[config.mk]
export PLATFORM = sky130hd
export DESIGN_NAME = fpro_bus_arbiter
export DESIGN_NICKNAME = d
export VERILOG_FILES = /design/src/rtl/fpro_pkg.sv /design/src/rtl/rr_arb2.sv /design/src/rtl/fpro_bus_arbiter.sv
export SDC_FILE = /design/constraint.sdc
export NUM_CORES = 1
export LEC_CHECK = 0
export BUFFER_PORTS_ARGS = -buffer_cell sky130_fd_sc_hd__buf_2
export CAP_MARGIN = 10
export CORE_AREA = 2 2 102 104
export DETAILED_ROUTE_END_ITERATION = 8
export DIE_AREA = 0 0 104 106
export PLACE_DENSITY = 0.81
export SYNTH_ARGS = -nofsm -noshare
export SYNTH_HDL_FRONTEND = slang
export SYNTH_HIERARCHICAL = 1
export SYNTH_SLANG_ARGS = --single-unit
[constraint.sdc]
create_clock -name clock -period 1.8 [get_ports clock]
set_input_delay 0.09 -clock clock [delete_from_list [all_inputs] [get_ports clock]]
set_output_delay 0.09 -clock clock [all_outputs]
set_load 0.005 [all_outputs]
[src/rtl/fpro_pkg.sv]
// Shared definitions for the FPro bus arbiter: default bus widths and the FSM state type.
package fpro_pkg;

  localparam int ADDR_W_DEF = 21;
  localparam int DATA_W_DEF = 32;

  typedef enum logic [1:0] {
    ST_IDLE  = 2'd0,
    ST_ISSUE = 2'd1,
    ST_WAIT  = 2'd2,
    ST_DONE  = 2'd3
  } state_e;

endpackage

[src/rtl/rr_arb2.sv]
// Two-requester round-robin selector; a tie goes to whichever requester was not granted last.
module rr_arb2 (
  input  logic [1:0] req,
  input  logic       last,
  output logic       grant
);

  // Grant index selection
  always_comb begin
    grant = 1'b0;
    case (req)
      2'b01:   grant = 1'b0;
      2'b10:   grant = 1'b1;
      2'b11:   grant = ~last;
      default: grant = 1'b0;
    endcase
  end

endmodule

[src/rtl/fpro_bus_arbiter.sv]
// Two-master arbiter onto a single FPro MMIO bus; one transaction at a time,
// with the winner's request latched at grant so later master-side changes are ignored.
module fpro_bus_arbiter
  import fpro_pkg::*;
#(
  parameter int ADDR_W = ADDR_W_DEF,
  parameter int DATA_W = DATA_W_DEF
) (
  input  logic              clock,
  input  logic              reset,
  input  logic              m0_req,
  input  logic              m0_wr,
  input  logic [ADDR_W-1:0] m0_addr,
  input  logic [DATA_W-1:0] m0_wr_data,
  output logic              m0_ack,
  output logic [DATA_W-1:0] m0_rd_data,
  input  logic              m1_req,
  input  logic              m1_wr,
  input  logic [ADDR_W-1:0] m1_addr,
  input  logic [DATA_W-1:0] m1_wr_data,
  output logic              m1_ack,
  output logic [DATA_W-1:0] m1_rd_data,
  output logic              bus_mmio_cs,
  output logic              bus_wr,
  output logic              bus_rd,
  output logic [ADDR_W-1:0] bus_addr,
  output logic [DATA_W-1:0] bus_wr_data,
  input  logic [DATA_W-1:0] bus_rd_data
);

  state_e              state_q, state_d;
  logic                gnt_q, gnt_d;
  logic                last_q, last_d;
  logic                wr_q, wr_d;
  logic [ADDR_W-1:0]   addr_q, addr_d;
  logic [DATA_W-1:0]   wdata_q, wdata_d;
  logic [DATA_W-1:0]   rdata_q, rdata_d;
  logic                cs_q, cs_d;
  logic                bwr_q, bwr_d;
  logic                brd_q, brd_d;
  logic                ack0_q, ack0_d;
  logic                ack1_q, ack1_d;
  logic                arb_gnt;
  logic                sel_wr;

  rr_arb2 u_rr_arb2 (
    .req   ({m1_req, m0_req}),
    .last  (last_q),
    .grant (arb_gnt)
  );

  // Strobes and acks are computed one cycle ahead so they are flop outputs aligned with the state
  always_comb begin
    state_d = state_q;
    gnt_d   = gnt_q;
    last_d  = last_q;
    wr_d    = wr_q;
    addr_d  = addr_q;
    wdata_d = wdata_q;
    rdata_d = rdata_q;
    cs_d    = 1'b0;
    bwr_d   = 1'b0;
    brd_d   = 1'b0;
    ack0_d  = 1'b0;
    ack1_d  = 1'b0;
    sel_wr  = arb_gnt ? m1_wr : m0_wr;
    case (state_q)
      ST_IDLE: begin
        if (m0_req || m1_req) begin
          gnt_d   = arb_gnt;
          wr_d    = sel_wr;
          addr_d  = arb_gnt ? m1_addr : m0_addr;
          wdata_d = arb_gnt ? m1_wr_data : m0_wr_data;
          cs_d    = 1'b1;
          bwr_d   = sel_wr;
          brd_d   = ~sel_wr;
          state_d = ST_ISSUE;
        end else begin
          state_d = ST_IDLE;
        end
      end
      ST_ISSUE: begin
        if (wr_q) begin
          ack0_d  = ~gnt_q;
          ack1_d  = gnt_q;
          state_d = ST_DONE;
        end else begin
          state_d = ST_WAIT;
        end
      end
      ST_WAIT: begin
        rdata_d = bus_rd_data;
        ack0_d  = ~gnt_q;
        ack1_d  = gnt_q;
        state_d = ST_DONE;
      end
      ST_DONE: begin
        last_d  = gnt_q;
        state_d = ST_IDLE;
      end
      default: state_d = ST_IDLE;
    endcase
  end

  // State and output registers; reset leaves last=m1 so m0 wins the first tie
  always_ff @(posedge clock) begin
    if (!reset) begin
      state_q <= ST_IDLE;
      gnt_q   <= 1'b0;
      last_q  <= 1'b1;
      wr_q    <= 1'b0;
      addr_q  <= {ADDR_W{1'b0}};
      wdata_q <= {DATA_W{1'b0}};
      rdata_q <= {DATA_W{1'b0}};
      cs_q    <= 1'b0;
      bwr_q   <= 1'b0;
      brd_q   <= 1'b0;
      ack0_q  <= 1'b0;
      ack1_q  <= 1'b0;
    end else begin
      state_q <= state_d;
      gnt_q   <= gnt_d;
      last_q  <= last_d;
      wr_q    <= wr_d;
      addr_q  <= addr_d;
      wdata_q <= wdata_d;
      rdata_q <= rdata_d;
      cs_q    <= cs_d;
      bwr_q   <= bwr_d;
      brd_q   <= brd_d;
      ack0_q  <= ack0_d;
      ack1_q  <= ack1_d;
    end
  end

  assign bus_mmio_cs = cs_q;
  assign bus_wr      = bwr_q;
  assign bus_rd      = brd_q;
  assign bus_addr    = addr_q;
  assign bus_wr_data = wdata_q;
  assign m0_ack      = ack0_q;
  assign m1_ack      = ack1_q;
  assign m0_rd_data  = rdata_q;
  assign m1_rd_data  = rdata_q;

endmodule

==> flow_metrics.env <==
export IMPL_ir_drop_mv=0.743
export IMPL_place_congestion=0.835
export IMPL_clock_latency_ps=360
export IMPL_p_switching_mw=2.45
export IMPL_multi_input_area_mm2=0.00196
export IMPL_post_cts_buffers=0
export IMPL_area_growth_pct=41.3
export IMPL_antenna_found_initial=0
export IMPL_hpwl_mm=8.85
export IMPL_syn_nets=559
export IMPL_pwr_share_clk=0.233
export IMPL_ys_seq_area_frac=0.441
export IMPL_grt_max_degree=37
export IMPL_power_share_switching=0.332
export IMPL_grt_pass1_wl_mm=19.7
export IMPL_syn_cell_area_mm2=0.00431
export IMPL_path_class="reg -> reg"
export IMPL_wl_per_cell_um=15.5
export IMPL_firstDrtPassIters=4
export IMPL_finalMaxSlewViolations=0
export IMPL_cts_made_buffers=9
export IMPL_cts_tree="built"
export IMPL_final_core_util=0.609
export IMPL_internal_power_mw=4.94
export IMPL_final_cells=805
export IMPL_totalWireLength_mm=12.4
export IMPL_p_seq_frac=0.389
export IMPL_finalSetupViolCount=0
export IMPL_start_util=0.431
export IMPL_drc_errors=0
export IMPL_die_h_um=106
export IMPL_p_leak_nw=2.92
export IMPL_skew_ps=12.3
export IMPL_finalSetupTns_ps=0
export IMPL_dp_cells=758
export IMPL_status="complete, no violations"
export IMPL_overflow=0
export IMPL_synth_cells=410
export IMPL_path_max_fanout=17
export IMPL_period_share=0.849
export IMPL_preCtsSetupSlack_ps=282
export IMPL_cts_resized=0
export IMPL_slew_headroom=0.631
export IMPL_nNetsFinal=813
export IMPL_num_antenna_cells=0
export IMPL_yosysWarningCount=6
export IMPL_worst_slack_ps=272
export IMPL_comb_power_share=0.378
export IMPL_synth_cell_types=22
export IMPL_cts_hold_buf=31
export IMPL_cts_root_buf="clkbuf_8"
export IMPL_fmax_mhz=655
export IMPL_viasPerCell=4.90
export IMPL_register_area_mm2=0.00190
export IMPL_powerDensity_mw_per_mm2=1210
export IMPL_arrival_ps=1780
export IMPL_die_area_mm2=0.0110
export IMPL_rsz0062_at_grt="false"
export IMPL_nFillCells=821
export IMPL_grt_pass1_vias=3982
export IMPL_min_period_ps=1530
export IMPL_core_mm2=0.0100
export IMPL_worst_pin_slew_ps=552
export IMPL_cp_required_ps=2050
export IMPL_io_pins=266
export IMPL_grtUsageTotal=0.222
export IMPL_cts_buffer_depth=2
export IMPL_port_buffers=265
export IMPL_crit_path_end_kind="flip-flop"
export IMPL_drive_gt1_frac=0.504
export IMPL_ant_nets=0
export IMPL_hold_path_class="in -> reg"
export IMPL_start_kind="flip-flop"
export IMPL_cts_sinks=95
export IMPL_syn_area_per_cell_um2=10.5
export IMPL_die_w_um=104
export IMPL_cts_reportedPaths_clkPinSlew_ps=100
export IMPL_drt_iter0_drc=170
export IMPL_drv_cap=0
export IMPL_htreeDepth=3
export IMPL_synth_seq_cells=95
export IMPL_num_vias=3945
export IMPL_num_rows=37
export IMPL_hold_viol=0
==> path summary, 6_finish.rpt <==
kind | from | endpoint | slack [ps] | cells after the start
setup / recovery | last_q$_SDFFE_PN1N_ | bus_wr_data[17]$_SDFFE_PN0P_ | 270 | 4
hold / removal | bus_rd_data[6] | m0_rd_data[6]$_SDFFE_PN0N_ | 20 | 3
setup reg to reg | last_q$_SDFFE_PN1N_ | bus_wr_data[17]$_SDFFE_PN0P_ | 270 | 4
hold reg to reg | bus_wr_data[30]$_SDFFE_PN0P_ | bus_wr_data[30]$_SDFFE_PN0P_ | 480 | 2
==> per-layer routing <==
| layer | wire [µm] | track usage | up-vias |
|---|---|---|---|
| met5 | 0 | 0 | - |
| met4 | 321 | 0.0994 | 0 |
| met3 | 939 | 0.0558 | 26 |
| met2 | 6060 | 0.384 | 201 |
| met1 | 5130 | 0.261 | 1829 |
| li1 | - | - | 1889 |
==> registers in the layout, indices dropped and copies added (netlist names) <==
name	count
wr_q	1
m0_ack	1
state_q	2
gnt_q	1
bus_mmio_cs	1
bus_rd	1
bus_wr_data	32
m0_rd_data	32
bus_addr	21
m1_ack	1
last_q	1
bus_wr	1
==> cell families (layout without fill, tap and decap cells) <==
kind of cell               Yosys count  in the layout  synth area share
adders and majority gates            5              5            0.0145
DFF                                 95             95             0.441
muxes                               87             87             0.202
and+or+nand+nor                     94             94            0.0836
buffers and inverters               68            327             0.109
AOI/OAI and AO/OA                   61             61             0.150
==> per-stage QoR <==
stage | hold slack (ps) | area (µm²) | total power [mW]
final | 22.3 | 6090 | 7.39
after global routing | 3.51 | 6090 | 7.77
after CTS | 1.04 | 6090 | 7.41
after detailed placement | 334 | 5530 | 5.64
after global placement | 326 | 5530 | 5.53
after floorplan | 236 | 4310 | 4.69
==> cell usage in the layout, fill, tap and decap left out <==
master         count
nor3_1             1
a21boi_4           1
mux2i_1           87
ha_1               4
clkinvlp_4         1
bufinv_16          3
and2_1             1
clkbuf_8          10
buf_12             6
o22ai_2           40
o22ai_1           14
nand2_1           57
a211oi_1           2
nor2_1            34
o211ai_4           1
inv_2              2
o21a_2             1
nor3b_1            1
clkinv_4           1
buf_2            265
a21oi_1            1
buf_4              4
ha_2               1
inv_1              3
dfxtp_1           95
o2bb2ai_1          1
dlygate4sd3_1     31
inv_6              1
==> critical path, stage by stage (launching register included) <==
cell and delay (ps):
dfxtp_1 350, a21boi_4 330, buf_4 360, mux2i_1 280, o22ai_2 100
==> cell usage after synthesis <==
master | number | area [µm²]
dfxtp_1 | 95 | 1900
a21boi_2 | 1 | 11.3
a21oi_1 | 1 | 5.00
ha_1 | 5 | 62.6
nor2_1 | 34 | 128
mux2i_1 | 87 | 871
and2_1 | 1 | 6.26
buf_6 | 5 | 56.3
inv_1 | 3 | 11.3
o21a_1 | 1 | 7.51
o22ai_2 | 40 | 500
buf_2 | 8 | 40.0
clkbuf_1 | 6 | 22.5
o2bb2ai_1 | 1 | 8.76
buf_4 | 44 | 330
inv_2 | 2 | 7.51
nand2_1 | 57 | 214
nor3_1 | 1 | 5.00
o22ai_1 | 14 | 87.6
nor3b_1 | 1 | 7.51
a211oi_1 | 2 | 15.0
o211ai_2 | 1 | 12.5
==> power by group through the flow <==
stage / clock network (mW) / registers (mW) / logic (mW)
final: 1.72 / 2.88 / 2.79
after detailed placement: 0 / 2.91 / 2.73
after floorplan: 0 / 2.92 / 1.77
after CTS: 1.76 / 2.87 / 2.78
after global placement: 0 / 2.88 / 2.65
after global routing: 1.84 / 2.93 / 3.00
==> cell type report <==
cell class	count	share of cell area
inverters	5	0.00308
flip-flops and latches	95	0.312
clock inverters	6	0.0189
clock buffers	10	0.0226
well taps	136	0.0279
repair buffers	306	0.293
multi-input cells	247	0.322
Note: power is estimated with default switching activity, not from simulation.
